==> config.mk <==
export PLATFORM = sky130hd
export DESIGN_NAME = varint_zz_decoder
export DESIGN_NICKNAME = d
export VERILOG_FILES = /design/src/rtl/pb_varint_pkg.sv /design/src/rtl/zigzag_unzip.sv /design/src/rtl/varint_zz_decoder.sv
export SDC_FILE = /design/constraint.sdc
export NUM_CORES = 1
export LEC_CHECK = 0
export ABC_CLOCK_PERIOD_IN_PS = 2800
export CORE_MARGIN = 10
export CORE_UTILIZATION = 30
export CTS_BUF_LIST = sky130_fd_sc_hd__clkbuf_8
export DETAILED_ROUTE_END_ITERATION = 12
export PLACE_DENSITY = 0.44
export SLEW_MARGIN = 5
export SYNTH_ARGS = -nofsm -noshare
export SYNTH_HDL_FRONTEND = slang
export SYNTH_SLANG_ARGS = --single-unit
==> constraint.sdc <==
create_clock -name clk -period 2.8 [get_ports clk]
set_input_delay 0.28 -clock clk [delete_from_list [all_inputs] [get_ports clk]]
set_output_delay 0.28 -clock clk [all_outputs]
set_load 0.005 [all_outputs]
==> src/rtl/pb_varint_pkg.sv <==
// Shared types and constants for the protobuf varint receive path.
package pb_varint_pkg;

  localparam int VARINT_MAX_BYTES = 10;

  typedef enum logic [1:0] {
    ACCUM,
    EMIT,
    DRAIN
  } varint_state_t;

  typedef logic [63:0] pb_word_t;

endpackage

==> src/rtl/zigzag_unzip.sv <==
// Combinational varint value decode: optional zigzag, optional 32-bit
// (sint32 / int32) sign extension.
module zigzag_unzip
  import pb_varint_pkg::*;
(
  input  pb_word_t acc,
  input  logic     zz_en,
  input  logic     is_32,
  output pb_word_t out_val
);

  logic [31:0] t32;

  // Select between raw, int32, sint64 and sint32 interpretations.
  always_comb begin
    t32 = (acc[31:0] >> 1) ^ {32{acc[0]}};
    if (!zz_en) begin
      if (is_32) out_val = {{32{acc[31]}}, acc[31:0]};
      else       out_val = acc;
    end else begin
      if (is_32) out_val = {{32{t32[31]}}, t32};
      else       out_val = (acc >> 1) ^ {64{acc[0]}};
    end
  end

endmodule

==> src/rtl/varint_zz_decoder.sv <==
// Byte-serial protobuf varint decoder with optional zigzag decode.
// Accumulates up to MAX_BYTES wire bytes into a 64-bit value, presents it on
// a valid/ready output, and flags overlong varints (resynchronising on the
// next terminating byte).
// Optional macro VARINT_ZZ_STATS_EN adds stat_vals/stat_errs counters.
//
// Handshakes: a byte transfers on a rising edge where in_valid && in_ready;
// an output transfers on a rising edge where out_valid && out_ready. out_val
// and out_err are stable while out_valid is high and not yet accepted.
module varint_zz_decoder
  import pb_varint_pkg::*;
#(
  parameter int MAX_BYTES = VARINT_MAX_BYTES
) (
  input  logic        clk,
  input  logic        rst_n,
  input  logic        in_valid,
  input  logic [7:0]  in_byte,
  output logic        in_ready,
  input  logic        zz_en,
  input  logic        is_32,
  output logic        out_valid,
  input  logic        out_ready,
  output logic [63:0] out_val,
  output logic        out_err
`ifdef VARINT_ZZ_STATS_EN
  ,
  output logic [31:0] stat_vals,
  output logic [31:0] stat_errs
`endif
);

  localparam logic [3:0] LAST_IDX = 4'(MAX_BYTES - 1);

  varint_state_t state_q, state_d;
  pb_word_t      acc_q, acc_d;
  logic [3:0]    byte_idx_q, byte_idx_d;
  pb_word_t      out_val_q, out_val_d;
  logic          out_err_q, out_err_d;
  logic          zz_q, zz_d;
  logic          is32_q, is32_d;

  logic [6:0]    shamt;
  pb_word_t      acc_next;
  pb_word_t      dec_val;
  logic          mode_zz;
  logic          mode_32;

  // New payload bits land at 7*byte_idx; bits past 63 fall off the shift.
  always_comb begin
    shamt    = 7'(byte_idx_q) * 7'd7;
    acc_next = acc_q | (pb_word_t'(in_byte[6:0]) << shamt);
    // Byte 0 uses the live mode inputs; later bytes use the captured mode.
    mode_zz  = (byte_idx_q == 4'd0) ? zz_en : zz_q;
    mode_32  = (byte_idx_q == 4'd0) ? is_32 : is32_q;
  end

  zigzag_unzip u_unzip (
    .acc     (acc_next),
    .zz_en   (mode_zz),
    .is_32   (mode_32),
    .out_val (dec_val)
  );

  // Next-state and datapath update for the ACCUM/EMIT/DRAIN sequence.
  always_comb begin
    state_d    = state_q;
    acc_d      = acc_q;
    byte_idx_d = byte_idx_q;
    out_val_d  = out_val_q;
    out_err_d  = out_err_q;
    zz_d       = zz_q;
    is32_d     = is32_q;
    case (state_q)
      ACCUM: begin
        if (in_valid) begin
          acc_d = acc_next;
          if (byte_idx_q == 4'd0) begin
            zz_d   = zz_en;
            is32_d = is_32;
          end
          if (!in_byte[7]) begin
            state_d    = EMIT;
            out_val_d  = dec_val;
            out_err_d  = 1'b0;
            byte_idx_d = 4'd0;
          end else if (byte_idx_q == LAST_IDX) begin
            state_d    = EMIT;
            out_val_d  = '0;
            out_err_d  = 1'b1;
            byte_idx_d = 4'd0;
          end else begin
            byte_idx_d = byte_idx_q + 4'd1;
          end
        end
      end
      EMIT: begin
        if (out_ready) begin
          acc_d   = '0;
          state_d = out_err_q ? DRAIN : ACCUM;
        end
      end
      DRAIN: begin
        // Drop the tail of an overlong varint up to its terminating byte.
        if (in_valid && !in_byte[7]) state_d = ACCUM;
      end
      default: state_d = ACCUM;
    endcase
  end

  // State and datapath registers.
  always_ff @(posedge clk or negedge rst_n) begin
    if (!rst_n) begin
      state_q    <= ACCUM;
      acc_q      <= '0;
      byte_idx_q <= 4'd0;
      out_val_q  <= '0;
      out_err_q  <= 1'b0;
      zz_q       <= 1'b0;
      is32_q     <= 1'b0;
    end else begin
      state_q    <= state_d;
      acc_q      <= acc_d;
      byte_idx_q <= byte_idx_d;
      out_val_q  <= out_val_d;
      out_err_q  <= out_err_d;
      zz_q       <= zz_d;
      is32_q     <= is32_d;
    end
  end

  assign in_ready  = (state_q != EMIT);
  assign out_valid = (state_q == EMIT);
  assign out_val   = out_val_q;
  assign out_err   = out_err_q;

`ifdef VARINT_ZZ_STATS_EN
  logic [31:0] stat_vals_q, stat_vals_d;
  logic [31:0] stat_errs_q, stat_errs_d;

  // Count accepted outputs, split by error flag; both wrap naturally.
  always_comb begin
    stat_vals_d = stat_vals_q;
    stat_errs_d = stat_errs_q;
    if (state_q == EMIT && out_ready) begin
      if (out_err_q) stat_errs_d = stat_errs_q + 32'd1;
      else           stat_vals_d = stat_vals_q + 32'd1;
    end
  end

  // Statistics registers.
  always_ff @(posedge clk or negedge rst_n) begin
    if (!rst_n) begin
      stat_vals_q <= '0;
      stat_errs_q <= '0;
    end else begin
      stat_vals_q <= stat_vals_d;
      stat_errs_q <= stat_errs_d;
    end
  end

  assign stat_vals = stat_vals_q;
  assign stat_errs = stat_errs_q;
`endif

endmodule

Word-level counts from Yosys, hierarchy flattened
Index checks and enable logic that the tools add are counted.
{ "word_totals": {"reg_bits": 137, "wordCells": 52, "out_inout_bits": 67, "input_bits": 14} }
{ "classes": {"muxes": 21, "n_mul": 1, "bitwise_logic": 3, "add_sub_neg": 1, "eq_ne": 9, "n_shift": 1, "n_reduce_logical": 9} }
{ "ops": {"columns": ["cell", "count"], "rows": [
  ["two-way mux 64 bit", 7],
  ["case mux 64 bit (2 select lines)", 1],
  ["bitwise OR 64 bit", 1],
  ["<< shifter 7 x 7 -> 64 bit", 1],
  ["XOR 63 x 64 -> 64 bit", 1],
  ["XOR 31 x 32 -> 32 bit", 1],
  ["two-way mux 2 bit", 6],
  ["two-way mux 4 bit", 2],
  ["multiplier 4 x 3 -> 7 bit, second input constant", 1],
  ["inequality test 2 x 1 -> 1 bit, second input constant", 3],
  ["case mux 2 bit (3 select lines)", 1],
  ["AND reduction 3 bit", 2],
  ["adder 4 x 1 -> 4 bit, second input constant", 1],
  ["== test 4 bit, second input constant", 1],
  ["logical NOT 4 bit", 1],
  ["two-way mux 1 bit", 4],
  ["inequality test 2 bit, second input constant", 2],
  ["AND reduction 4 bit", 1],
  ["inequality test 3 bit, second input constant", 1],
  ["== test 2 x 1 -> 1 bit, second input constant", 1],
  ["== test 2 bit, second input constant", 1],
  ["logical NOT 2 bit", 1],
  ["AND reduction 2 bit", 1],
  ["nonzero test 2 bit", 1],
  ["other kinds (2)", 2]
]} }

Logic depth before layout (Yosys ltp)
{ "logic_depth": {"ltp_word": 7, "depth_mapped": 10, "mapped_depth_nobuf": 7} }

By module
From an unflattened synthesis, not the netlist that was laid out.
{ "hier_totals": {"hier_cells": 667, "hier_area_um2": 7218.2} }
{ "by_module_without_submodules": {"columns": ["module", "area_per_inst_um2", "seq_area_each_um2", "cells_each", "n_inst"], "rows": [
  ["varint_zz_decoder", 5666.7, 3428.3, 442, 1],
  ["zigzag_unzip", 1551.5, 0.0, 225, 1]
]} }

Worst setup path after synthesis
OpenSTA, ideal clock, no wires.
{ "synth_timing": {"path_type": "flip-flop to flip-flop", "from": "register byte_idx_q[0]", "to": "register out_val_q[55], in the netlist out_val[55]", "synth_period_minus_slack_ps": 2253, "setup_ps": 122, "required_time_ps": 2678, "path_buffers": 2, "arrival_time_ps": 2130, "stages_incl_launch_ff": 10, "path_slack_ps": 547, "cell_sequence": "dfrtp_1 buf_2 inv_1 ha_1 nor3b_4 mux2_4 buf_6 or3_1 a21oi_1 o21ai_1"} }
{ "synth_between": {"elab_chain_cells": 7, "word_cells_on_any_way": 15, "classes_between": "mul: 1; eq/ne: 2; shift: 1; mux: 6; bitwise: 3; reduce/logical: 2"} }
{ "synth_lines": {"columns": ["item", "line_no", "source"], "rows": [
  ["from (decl)", "varint_zz_decoder.sv:37", "logic [3:0] byte_idx_q, byte_idx_d;"],
  ["from (signal assigned)", "varint_zz_decoder.sv:124", "byte_idx_q <= byte_idx_d;"],
  ["multiplier 4 x 3 -> 7 bit", "varint_zz_decoder.sv:51", "shamt = 7'(byte_idx_q) * 7'd7;"],
  ["<< shifter 7 x 7 -> 64 bit", "varint_zz_decoder.sv:52", "acc_next = acc_q | (pb_word_t'(in_byte[6:0]) << shamt);"],
  ["bitwise OR 64 bit", "varint_zz_decoder.sv:52", null],
  ["XOR 63 x 64 -> 64 bit / XOR 31 x 32 -> 32 bit (equally long branches)", "zigzag_unzip.sv:22, zigzag_unzip.sv:16", null],
  ["two-way mux 64 bit", "zigzag_unzip.sv:21", "if (is_32) out_val = {{32{t32[31]}}, t32};"],
  ["two-way mux 64 bit", "zigzag_unzip.sv:17", "if (!zz_en) begin"],
  ["two-way mux 64 bit", "varint_zz_decoder.sv:82", "if (!in_byte[7]) begin"],
  ["to (signal assigned)", "varint_zz_decoder.sv:125", "out_val_q <= out_val_d;"],
  ["to (decl)", "varint_zz_decoder.sv:38", "pb_word_t out_val_q, out_val_d;"]
]} }
Parallel ways exist; a longest one is shown, timed or not.
A chain may end at the register's enable or synchronous reset.

Worst setup path after layout
{ "layout_timing": {"from": "register byte_idx_q[1]", "to": "register out_val_q[52], in the netlist out_val[52]"} }
The elaborated chain is that of the path after synthesis.

==> run summary <==
H-tree lvl count = 4
YS warnings = 0
Max Fclk = 410 MHz
leakage power = 3.64 nW
average size of a mapped cell = 8.77 um2
Period minus WS final = 2.44 ns
Synth area leader = dfrtp_1
hold_ws = 0.436 ns
Finished Cell Area = 8700 um2
FF+latch count, synth = 137
Core ar. = 23400 um2
ratio of cells with drive above 1 in the final layout = 0.0918
RSZ-0062 raised after global routing = no
GPL Wtd Cong = 0.784
CP endpoint kind = register
vias after detailed routing = 5949
Routed Antenna Nets = 0
GRT overflow = 0
total CTS buffers = 17
ranking of synthesized cells by area = dfrtp_1 (48%), o21ai_0 (8.2%), a21oi_1 (7.9%)
Total Die Area = 30300 um2
clock skew = 0.0130 ns
VDD IR max = 0.375 mV
Critical Path RT = 3.13 ns
DR iter-0 viols = 322
pwr dens = 1030 nW/um2
pin count of the biggest net entering global routing = 90
NetSw = 3.48 mW
Worst Hold Class = primary input to asynchronous set/reset pin
final setup margin = 0.362 ns
Final #Nets = 886
final wirelength = 20.7 mm
global-route wire length before repair = 34.0 mm
Site Rows = 56
Initial DRT Pass Iterations = 4
final hold viol count = 0
setup slack at placement = 0.342 ns
DRC Markers = 0
Die H = 174 um
initial antenna violation count = 0
hold_buf cts = 1
critical path type = register to register
Post-Synthesis Cells = 812
CTS tree = done
GRT Util Overall = 0.139
Fillers = 2438
internal power = 5.47 mW
Async SR Flop Fraction = 1.00
mapped cell area = 7120 um2
Area after DPL = 8220 um2
Reg power frac = 0.324
status = finished, final reports clean
Yosys top cell area share = 0.481
syn nets = 829
main flop type after synthesis = dfrtp_1
Slew Viols, Final = 0
Starting Density = 0.304
setup TNS = 0 ns
WP data arrival = 2.77 ns
register area share after synthesis = 0.481
clock share of power = 0.216
Die W = 174 um
post-CTS setup buffers = 0
Gate power share = 0.460
Worst setup SP type = register
number of gates resized after cts = 0
number of synthesized flops with an enable pin = 0
Area growth syn-to-layout = 22.1%
maxcap violations = 0
worst-skew pair later-pin latency = 0.46 ns
antenna cells = 0
worst-margin pin slew = 0.755 ns
number of global-route vias before repair = 6129
CTS max path bufs = 2
IO Port Bufs = 80
DP HPWL = 13.9 mm
DR vias/cell = 4.95
Max transition margin = 0.496
switch share = 0.389
I/O pin cnt = 81
worst-path fanout max = 89
Worst-path clk slew = 0.08 ns
period utilization = 0.871
Wirelength per Cell = 17.2 um
clock sinks = 137
final setup fails = 0
Synth cell types = 44
CTS Root Cell = clkbuf_8
[worst max-delay path: stages, from the launching register on]
cell and delay (ns):
dfrtp_1 0.38, inv_1 0.10, ha_1 0.16, nor3b_4 0.35
mux2_4 0.59, or3_1 0.45, a21oi_1 0.16, o21ai_1 0.08
[cells by family after synthesis]
group / share of synthesized area
multiplexers: 0.00703
AO/OA/AOI/OAI: 0.254
buffers and inverters: 0.0580
adder cells (fa/ha/maj): 0.00527
XOR/XNOR: 0.0418
flip-flops: 0.481
AND/OR/NAND/NOR: 0.153
[layout by cell type, fill, tap and decap left out, types with 28 or more instances in the layout]
cell type        count
xor2_1              31
a22o_1              28
o21ai_0            116
or3_1               29
buf_4               31
a21oi_1            113
o21ai_1             41
nor2_1              71
clkdlybuf4s50_1     79
dfrtp_1            137
nand2_1             97
[path summary, 6_finish.rpt]
kind	startpoint	slack [ns]	endpoint	cells after the start
max reg2reg	byte_idx_q[1]$_DFFE_PN0P_	0.36	out_val[52]$_DFFE_PN0P_	7
min	rst_n	0.44	out_val[47]$_DFFE_PN0P_	2
min reg2reg	out_val[58]$_DFFE_PN0P_	0.48	out_val[58]$_DFFE_PN0P_	2
max in group asynchronous	rst_n	1.58	out_val[33]$_DFFE_PN0P_	3
max	byte_idx_q[1]$_DFFE_PN0P_	0.36	out_val[52]$_DFFE_PN0P_	7
min in group clk	out_val[58]$_DFFE_PN0P_	0.48	out_val[58]$_DFFE_PN0P_	2
[routing by layer]
| layer | vias up | share of wire | track usage |
|---|---|---|---|
| li1 | 2948 | - | - |
| met1 | 2880 | 0.48 | 0.179 |
| met2 | 102 | 0.47 | 0.227 |
| met3 | 19 | 0.039 | 0.0360 |
| met4 | 0 | 0.012 | 0.0338 |
| met5 | - | 0 | 0 |
[power groups by stage]
stage	Sequential (mW)	Clock (mW)	Combinational [mW]
finish	2.90	1.94	4.12
global route	2.99	2.09	4.69
CTS	2.91	1.99	4.21
detailed placement	2.95	0	4.19
global placement	2.93	0	4.14
floorplan	2.93	0	2.59
[cell type report]
| cell class | count | area (um2) | area share |
|---|---|---|---|
| flip-flops and latches | 137 | 3430 | 0.394 |
| multi-input cells | 595 | 3300 | 0.379 |
| repair buffers | 114 | 1080 | 0.125 |
| well taps | 319 | 399 | 0.0459 |
| clock buffers | 20 | 275 | 0.0317 |
| clock inverters | 12 | 196 | 0.0226 |
| inverters | 4 | 15.0 | 0.00173 |
[cell usage after synthesis (2+ instances only)]
master and n:
buf_2 10, o21ai_0 116, clkbuf_1 43, nor2_4 3, a22o_1 28, xor2_1 31, o21ai_1 41, a211o_1 2
buf_4 8, nand2b_1 3, nor2b_1 3, nor3_1 2, or3_1 29, ha_1 3, xnor2_1 3, nor4bb_1 2
a31oi_1 20, nand2_1 98, inv_1 4, buf_6 9, a21oi_1 113, dfrtp_1 137, nor4b_4 2, and3_1 4
clkbuf_2 2, and2_1 3, a221o_1 3, nor2_1 71, buf_1 4
[registers in the layout, indices dropped and copies added, names as in the netlist]
signal and flops:
acc_q 64, out_err 1, out_val 64, byte_idx_q 4, state_q 2, zz_q 1, is32_q 1
[metrics by stage]
step | utilization | total power [mW] | std cells
2_1_floorplan | - | 5.52 | 812
3_3_place_gp | 0.351 | 7.07 | 1168
3_5_place_dp | 0.351 | 7.14 | 1168
4_1_cts | 0.372 | 9.12 | 1201
5_1_grt | 0.372 | 9.77 | 1201
6_report | 0.372 | 8.95 | 1201
No activity file was read; power rests on OpenSTA's default activity.
